File: config.mk
export PLATFORM = sky130hd
export DESIGN_NAME = fp32_divider_seq
export DESIGN_NICKNAME = d
export VERILOG_FILES = /design/src/rtl/fp32_divider_seq.sv
export SDC_FILE = /design/constraint.sdc
export NUM_CORES = 1
export LEC_CHECK = 0
export CAP_MARGIN = 20
export CELL_PAD_IN_SITES_DETAIL_PLACEMENT = 0
export CELL_PAD_IN_SITES_GLOBAL_PLACEMENT = 2
export CORE_MARGIN = 8
export CORE_UTILIZATION = 35
export CTS_BUF_LIST = sky130_fd_sc_hd__clkbuf_16
export CTS_CLUSTER_SIZE = 14
export DETAILED_ROUTE_END_ITERATION = 10
export HOLD_SLACK_MARGIN = 0.1
export PLACE_DENSITY = 0.82
export SYNTH_ARGS = -nofsm -noshare
export SYNTH_HDL_FRONTEND = slang
export SYNTH_SLANG_ARGS = --single-unit
File: constraint.sdc
create_clock -name clk -period 5 [get_ports clk]
set_input_delay 0.75 -clock clk [delete_from_list [all_inputs] [get_ports clk]]
set_output_delay 0.75 -clock clk [all_outputs]
set_load 0.1 [all_outputs]
File: src/rtl/fp32_divider_seq.sv
// Iterative IEEE-754 single-precision divider: restoring mantissa division,
// RADIX_BITS quotient bits per clock, round-to-nearest-even, flush-to-zero.
module fp32_divider_seq #(
  parameter int RADIX_BITS = 1
) (
  input  logic        clk,
  input  logic        rst_n,
  input  logic        in_valid,
  output logic        in_ready,
  input  logic [31:0] a,
  input  logic [31:0] b,
  output logic        out_valid,
  input  logic        out_ready,
  output logic [31:0] result,
  output logic [3:0]  flags
);

  localparam int STEPS = 26 / RADIX_BITS;

  localparam logic [1:0] IDLE   = 2'd0;
  localparam logic [1:0] DIVIDE = 2'd1;
  localparam logic [1:0] ROUND  = 2'd2;
  localparam logic [1:0] DONE   = 2'd3;

  logic [1:0]  state;
  logic        sign;
  logic [9:0]  exp_r;
  logic [23:0] div_mb;
  logic [24:0] rem;
  logic [25:0] quo;
  logic [4:0]  count;

  logic        a_zero, a_inf, a_nan, b_zero, b_inf, b_nan, in_sign;
  logic        special;
  logic [31:0] spec_result;
  logic [3:0]  spec_flags;

  assign in_ready = (state == IDLE);
  assign in_sign  = a[31] ^ b[31];

  // Denormals have a zero exponent field, so they classify as zero here.
  assign a_zero = (a[30:23] == 8'h00);
  assign b_zero = (b[30:23] == 8'h00);
  assign a_inf  = (a[30:23] == 8'hFF) && (a[22:0] == 23'd0);
  assign b_inf  = (b[30:23] == 8'hFF) && (b[22:0] == 23'd0);
  assign a_nan  = (a[30:23] == 8'hFF) && (a[22:0] != 23'd0);
  assign b_nan  = (b[30:23] == 8'hFF) && (b[22:0] != 23'd0);

  always_comb begin
    special     = 1'b1;
    spec_result = 32'd0;
    spec_flags  = 4'b0000;
    if (a_nan || b_nan || (a_zero && b_zero) || (a_inf && b_inf)) begin
      spec_result = {in_sign, 8'hFF, 23'h400000};
      spec_flags  = 4'b1000;
    end else if (a_inf) begin
      spec_result = {in_sign, 8'hFF, 23'd0};
    end else if (b_zero) begin
      spec_result = {in_sign, 8'hFF, 23'd0};
      spec_flags  = 4'b0100;
    end else if (a_zero || b_inf) begin
      spec_result = {in_sign, 31'd0};
    end else begin
      special = 1'b0;
    end
  end

  logic [24:0] rem_step;
  logic [25:0] quo_step;

  // The partial remainder is kept pre-shifted for the next quotient bit.
  always_comb begin
    rem_step = rem;
    quo_step = quo;
    for (int i = 0; i < RADIX_BITS; i++) begin
      if (rem_step >= {1'b0, div_mb}) begin
        rem_step = rem_step - {1'b0, div_mb};
        quo_step = {quo_step[24:0], 1'b1};
      end else begin
        quo_step = {quo_step[24:0], 1'b0};
      end
      rem_step = {rem_step[23:0], 1'b0};
    end
  end

  logic [23:0] mant_t;
  logic [24:0] mant_r;
  logic [22:0] frac;
  logic        guard, sticky, round_up;
  logic [9:0]  e_adj, e_fin;
  logic [31:0] round_result;
  logic [3:0]  round_flags;

  always_comb begin
    if (quo[25]) begin
      mant_t = quo[25:2];
      guard  = quo[1];
      sticky = quo[0] | (|rem);
      e_adj  = exp_r;
    end else begin
      mant_t = quo[24:1];
      guard  = quo[0];
      sticky = |rem;
      e_adj  = exp_r - 10'd1;
    end
    round_up = guard & (sticky | mant_t[0]);
    mant_r   = {1'b0, mant_t} + {24'd0, round_up};
    if (mant_r[24]) begin
      frac  = mant_r[23:1];
      e_fin = e_adj + 10'd1;
    end else begin
      frac  = mant_r[22:0];
      e_fin = e_adj;
    end
    round_flags = 4'b0000;
    if ($signed(e_fin) >= 10'sd255) begin
      round_result = {sign, 8'hFF, 23'd0};
      round_flags  = 4'b0010;
    end else if ($signed(e_fin) <= 10'sd0) begin
      round_result = {sign, 31'd0};
      round_flags  = 4'b0001;
    end else begin
      round_result = {sign, e_fin[7:0], frac};
    end
  end

  // out_valid rises one cycle after DONE is entered and holds until accepted.
  always_ff @(posedge clk or negedge rst_n) begin
    if (!rst_n) begin
      state     <= IDLE;
      sign      <= 1'b0;
      exp_r     <= 10'd0;
      div_mb    <= 24'd0;
      rem       <= 25'd0;
      quo       <= 26'd0;
      count     <= 5'd0;
      result    <= 32'd0;
      flags     <= 4'd0;
      out_valid <= 1'b0;
    end else begin
      case (state)
        IDLE: begin
          if (in_valid) begin
            sign <= in_sign;
            if (special) begin
              result <= spec_result;
              flags  <= spec_flags;
              state  <= DONE;
            end else begin
              exp_r  <= {2'b00, a[30:23]} - {2'b00, b[30:23]} + 10'd127;
              div_mb <= {1'b1, b[22:0]};
              rem    <= {2'b01, a[22:0]};
              quo    <= 26'd0;
              count  <= 5'd0;
              state  <= DIVIDE;
            end
          end
        end
        DIVIDE: begin
          rem   <= rem_step;
          quo   <= quo_step;
          count <= count + 5'd1;
          if (count == 5'(STEPS - 1)) state <= ROUND;
        end
        ROUND: begin
          result <= round_result;
          flags  <= round_flags;
          state  <= DONE;
        end
        default: begin
          if (!out_valid) begin
            out_valid <= 1'b1;
          end else if (out_ready) begin
            out_valid <= 1'b0;
            state     <= IDLE;
          end
        end
      endcase
    end
  end

endmodule

Word level (Yosys, flattened, before mapping)

Cells that the tools add are included.

Add/sub/neg operators: 7
Magnitude comparators: 3
Equality and inequality tests: 9
Muxes and demuxes: 46
Bitwise gates (word level): 5
Reductions and logical operators: 28

Operators with widths:

| cell                                                                                 | count |
|---|---|
| 32-bit two-way mux                                                                   | 6 |
| 32-bit one-hot mux with 2 select lines                                               | 1 |
| 31-bit two-way mux                                                                   | 2 |
| 26-bit two-way mux                                                                   | 2 |
| 26-bit one-hot mux with 2 select lines                                               | 1 |
| 25-bit two-way mux                                                                   | 2 |
| 25-bit one-hot mux with 2 select lines                                               | 1 |
| 24-bit two-way mux                                                                   | 2 |
| 23-bit zero test                                                                     | 2 |
| 23-bit nonzero test                                                                  | 2 |
| 24-bit by 1-bit adder with 25-bit output                                             | 1 |
| 25-bit by 24-bit greater-or-equal comparator with 1-bit output                       | 1 |
| 25-bit OR reduction                                                                  | 1 |
| 24-bit subtractor                                                                    | 1 |
| 23-bit two-way mux                                                                   | 1 |
| 10-bit two-way mux                                                                   | 2 |
| 8-bit equality test, second input constant                                           | 2 |
| 8-bit zero test                                                                      | 2 |
| 2-bit two-way mux                                                                    | 6 |
| 4-bit two-way mux                                                                    | 3 |
| 10-bit by 1-bit adder with 10-bit output, second input constant                      | 1 |
| 9-bit by 8-bit adder with 10-bit output, second input constant                       | 1 |
| 10-bit by 9-bit greater-or-equal comparator with 1-bit output, second input constant | 1 |
| 10-bit by 1-bit <= comparator with 1-bit output, second input constant               | 1 |
| 27 further kinds                                                                     | 53 |

Register bits after elaboration: 130
Bits of input ports: 68
Output and inout port bits: 38
Logic and storage cells: 108

Logic depth before layout (Yosys ltp)

Depth after elaboration: 11
Mapped depth: 19
Depth with buffers taken out: 13

Worst setup path after synthesis

OpenSTA, ideal clock, no wires.

Path kind: register to register
Start point: register quo[25]
End point: register result[24]
Setup time: 124 ps
Arrival: 3917 ps
Required time: 4876 ps
Setup slack: 959 ps
Stages on the path, launching flop included: 19
Buffers on the path: 6
Period minus slack after synthesis: 4041 ps
Path through: dfrtp_1 -> buf_6 -> buf_12 -> buf_12 -> clkbuf_1 -> clkbuf_1 -> nand2_1 -> a21oi_1 -> ha_1 -> nand2_1 -> nor4_4 -> nand4_4 -> or4_1 -> o21ai_2 -> xor2_2 -> a21oi_1 -> or2_1 -> buf_6 -> a211o_1

Cells in the longest elaborated chain, start to end: 9
Elaborated cells on any way between the ends: 14
Classes of those cells: add/sub (2); order compare (2); mux (8); bitwise (2)

Ends and longest elaborated chain:

| what                                                    | RTL line | text |
|---|---|---|
| from (decl)                                             | 30       | `logic [25:0] quo;` |
| from (signal assigned)                                  | 161      | `quo <= quo_step;` |
| 1-bit two-way mux or 24-bit two-way mux (tied branches) | 95       | `if (quo[25]) begin` |
| 1-bit bitwise OR                                        | 106      | `round_up = guard & (sticky \| mant_t[0]);` |
| 1-bit AND                                               | 106      |  |
| 24-bit by 1-bit adder with 25-bit output                | 107      | `mant_r = {1'b0, mant_t} + {24'd0, round_up};` |
| 10-bit two-way mux (*)                                  | 108      | `if (mant_r[24]) begin` |
| 10-bit by 1-bit <= comparator with 1-bit output         | 119      | `end else if ($signed(e_fin) <= 10'sd0) begin` |
| 31-bit two-way mux                                      | 119      |  |
| 31-bit two-way mux (*)                                  | 116      | `if ($signed(e_fin) >= 10'sd255) begin` |
| 32-bit one-hot mux with 2 select lines (*)              | 141      | `case (state)` |
| to (signal assigned)                                    | 146      | `result <= spec_result;` |
| to (signal assigned)                                    | 166      | `result <= round_result;` |
| to (decl)                                               | 14       | `output logic [31:0] result,` |

Mark *: on every way between the ends. The rest lies on a longest branch, timed or not.
A chain may end at the register's enable or synchronous reset.

Worst setup path in the final report

Start point: register quo[25]
End point: register result[21]

Cells in the longest elaborated chain, start to end: 9
Elaborated cells on any way between the ends: 15
Classes of those cells: add/sub (2); order compare (2); mux (9); bitwise (2)

Ends and longest elaborated chain:

| what                                                    | RTL line |
|---|---|
| 1-bit two-way mux or 24-bit two-way mux (tied branches) | 95 |
| 1-bit bitwise OR                                        | 106 |
| 1-bit AND                                               | 106 |
| 24-bit by 1-bit adder with 25-bit output                | 107 |
| 10-bit two-way mux                                      | 108 |
| 10-bit by 1-bit <= comparator with 1-bit output         | 119 |
| 31-bit two-way mux                                      | 119 |
| 31-bit two-way mux (*)                                  | 116 |
| 32-bit one-hot mux with 2 select lines (*)              | 141 |

Marks and branches as above.

==> metrics.txt <==
# rows 60; LEAKAGE about 0.0048 µW; CTS buffer count 17; Startpoint Class flop; Final period util 81.8%; Top Ports 106; Worst EP arrival 4.45 ns; RSZ-0062 raised after global routing no; Synth async-reset ratio 100%; clk sink count 130; DRC 0; final hold violations 0; largest net degree at the start of global routing a little over 90; first-pass GRT wire length about 47,000 µm; Post-synth EDFFs 0; prevailing post-synth register cell dfrtp_1; crit-path max FO 35; via/cell ratio 5.38; Hold Buf Count CTS 0; DR pass1 iterations 6; CTS tree built; Die Ht 180 µm; CP endpoint result[21]; worst r2r src quo[25]; routed wire length 28,100 µm; clock transition time at the flip-flop clock pins of the worst setup and hold paths roughly 0.070 ns; FF+latch count, synth 130; DR iter-0 viols roughly 550; Reg2Reg Capture Point result[21]; die width 180 µm; dpl cells 1,506; top cells by area, synth dfrtp_1 35%, nand2_1 6.7%, ha_1 5.7%; Yosys top cell by area dfrtp_1; sequential share of the synthesized area 34.6%; Post-synth top cells 168 x nand2_1, 130 x dfrtp_1, 100 x o21ai_0; Max Clock Skew 0.0123 ns; Worst Setup Path Type reg2reg; IO Port Bufs 105; GRT Util Overall 17.7%; Mean Syn Cell Area 8.46 µm²; Required @ worst endpoint 5.36 ns; initial antenna violation count 0; routed len/inst 18.3 µm; diodes inserted 0; final setup vio count 0; number of library cell types mapped by synthesis 83; top cell type's share of synthesized area 34.6%; Final #Nets 1,297; Max clock buf depth 2; Pwr Density 619 mW/mm²; GRT met3 Usage 3.77%; depth of the most critical reg-to-reg path 10; crit path capture type flop; Worst VDD drop 0.000243 V; Crit. Startpoint quo[25]; M2 GR Usage 28.8%; P&R area growth vs syn 19.6%; layer with the highest usage met2; Synthesis Warnings 0; Final Critical Period 4.09 ns; RePlAce Congestion 0.828; Via Count roughly 8,300; fmax 244 MHz; fin. max-slew vios 0; layout cells sized above 1 under 10%; R2R Setup Slk 0.91 ns; Synth Net Count 1,225; total gr overflow 0; Max-Cap Viols 0; Slew Limit Headroom 31.7%; DP Wirelength 21,000 µm; full die area 0.0324 mm²; cell with the most instances after synthesis nand2_1; Clock Tree Root clkbuf_16; Initial Util 35.3%; final non-filler cell total 1,538; Cell Area, Synth 0.00940 mm²; Post-Synthesis Cells 1,112; vias in the first global route between 8,000 and 9,000; Clk Latency, worst-skew pair around 0.43 ns; H-tree depth 4; outcome complete, no violations; ANT nets after route 0; Post-CTS Setup Repair Bufs 0; GR Util met1 23.4%; CTS resizes 0; final setup TNS 0 ns; Core Area 0.0267 mm²; HP Class in2async; Least-Margin Pin Slew 1.02 ns
worst min path at each step:
stage                       endpoint  slack (ns)
after CTS                 result[12]        0.43
after global placement    div_mb[23]        0.43
final                     result[12]        0.35
after detailed placement  div_mb[23]        0.44
after global routing      result[12]        0.46
after floorplan           div_mb[23]        0.42
metrics by stage:
stage | hold WS, ns | area, µm² | total power [µW] | setup slack (ns) | util, %
2_1_floorplan | 0.418 | 9400 | 4700 | 0.959 | -
3_3_place_gp | 0.433 | 10700 | 5720 | 1.06 | 40.1
3_5_place_dp | 0.441 | 10700 | 5750 | 0.944 | 40.1
4_1_cts | 0.432 | 11200 | 6990 | 0.908 | 42.2
5_1_grt | 0.462 | 11200 | 7520 | 0.545 | 42.2
6_report | 0.352 | 11200 | 6950 | 0.908 | 42.2
worst max-delay path: stages (launching register included):
cell	delay, ns
dfrtp_1	0.51
buf_4	0.46
mux2i_1	0.23
nor4b_4	0.53
nand4_4	0.27
nor2_1	0.35
mux4_2	0.35
o2111a_1	0.25
and4bb_1	0.52
and2_1	0.33
a32o_1	0.20
sequential cells by signal (all words and copies together) (netlist names):
signal / flops
count: 5
div_mb: 24
exp_r: 10
flags: 4
out_valid: 1
quo: 26
rem: 25
result: 32
sign: 1
state: 2
cells by family (layout without fill, tap and decap cells):
logic type | after synthesis | in the layout | share of synthesized area [%]
AND/OR/NAND/NOR | 423 | 423 | 22.6
AO/OA/AOI/OAI | 272 | 272 | 18.8
flip-flops | 130 | 130 | 34.6
buffers and inverters | 122 | 207 | 5.81
XOR/XNOR | 83 | 83 | 7.97
adder cells (fa/ha/maj) | 45 | 45 | 6.15
multiplexers | 37 | 37 | 4.14
layout by cell type, fill, tap and decap left out, drive strengths merged, types with 13 or more instances in the layout:
| cell | Yosys | final |
|---|---|---|
| xnor2 | 47 | 47 |
| buf | 21 | 14 |
| nand3 | 57 | 57 |
| nand4 | 18 | 18 |
| dfrtp | 130 | 130 |
| clkdlybuf4s50 | 0 | 104 |
| nor2 | 61 | 61 |
| nand2 | 168 | 168 |
| mux2i | 31 | 31 |
| ha | 43 | 43 |
| a21o | 13 | 13 |
| nor4 | 30 | 30 |
| xor2 | 36 | 36 |
| o211ai | 13 | 13 |
| clkbuf | 44 | 17 |
| and3 | 14 | 14 |
| inv | 57 | 61 |
| a21oi | 43 | 43 |
| o21ai | 102 | 102 |
cell type report:
cell class,count,area [µm²]
Tap cell,341,427
Clock buffer,17,425
Fill cell,2714,15400
Timing Repair Buffer,118,1160
Multi-Input combinational cell,860,5620
Clock inverter,15,138
Sequential cell,130,3250
Inverter,57,214
routing by layer:
layer	routed length, µm	up-vias
met1	13600	3957
met4	445	0
li1	-	4126
met5	0	-
met2	12900	179
met3	1170	20
report_power, final:
part | internal, µW | leakage, µW | total (µW) | switching, µW
Clock | 689 | 0.000271 | 1220 | 532
Combinational | 1530 | 0.00285 | 4100 | 2560
Sequential | 1340 | 0.00170 | 1640 | 296
Total | 3560 | 0.00482 | 6950 | 3390
Note: power is estimated with default switching activity, not from simulation.
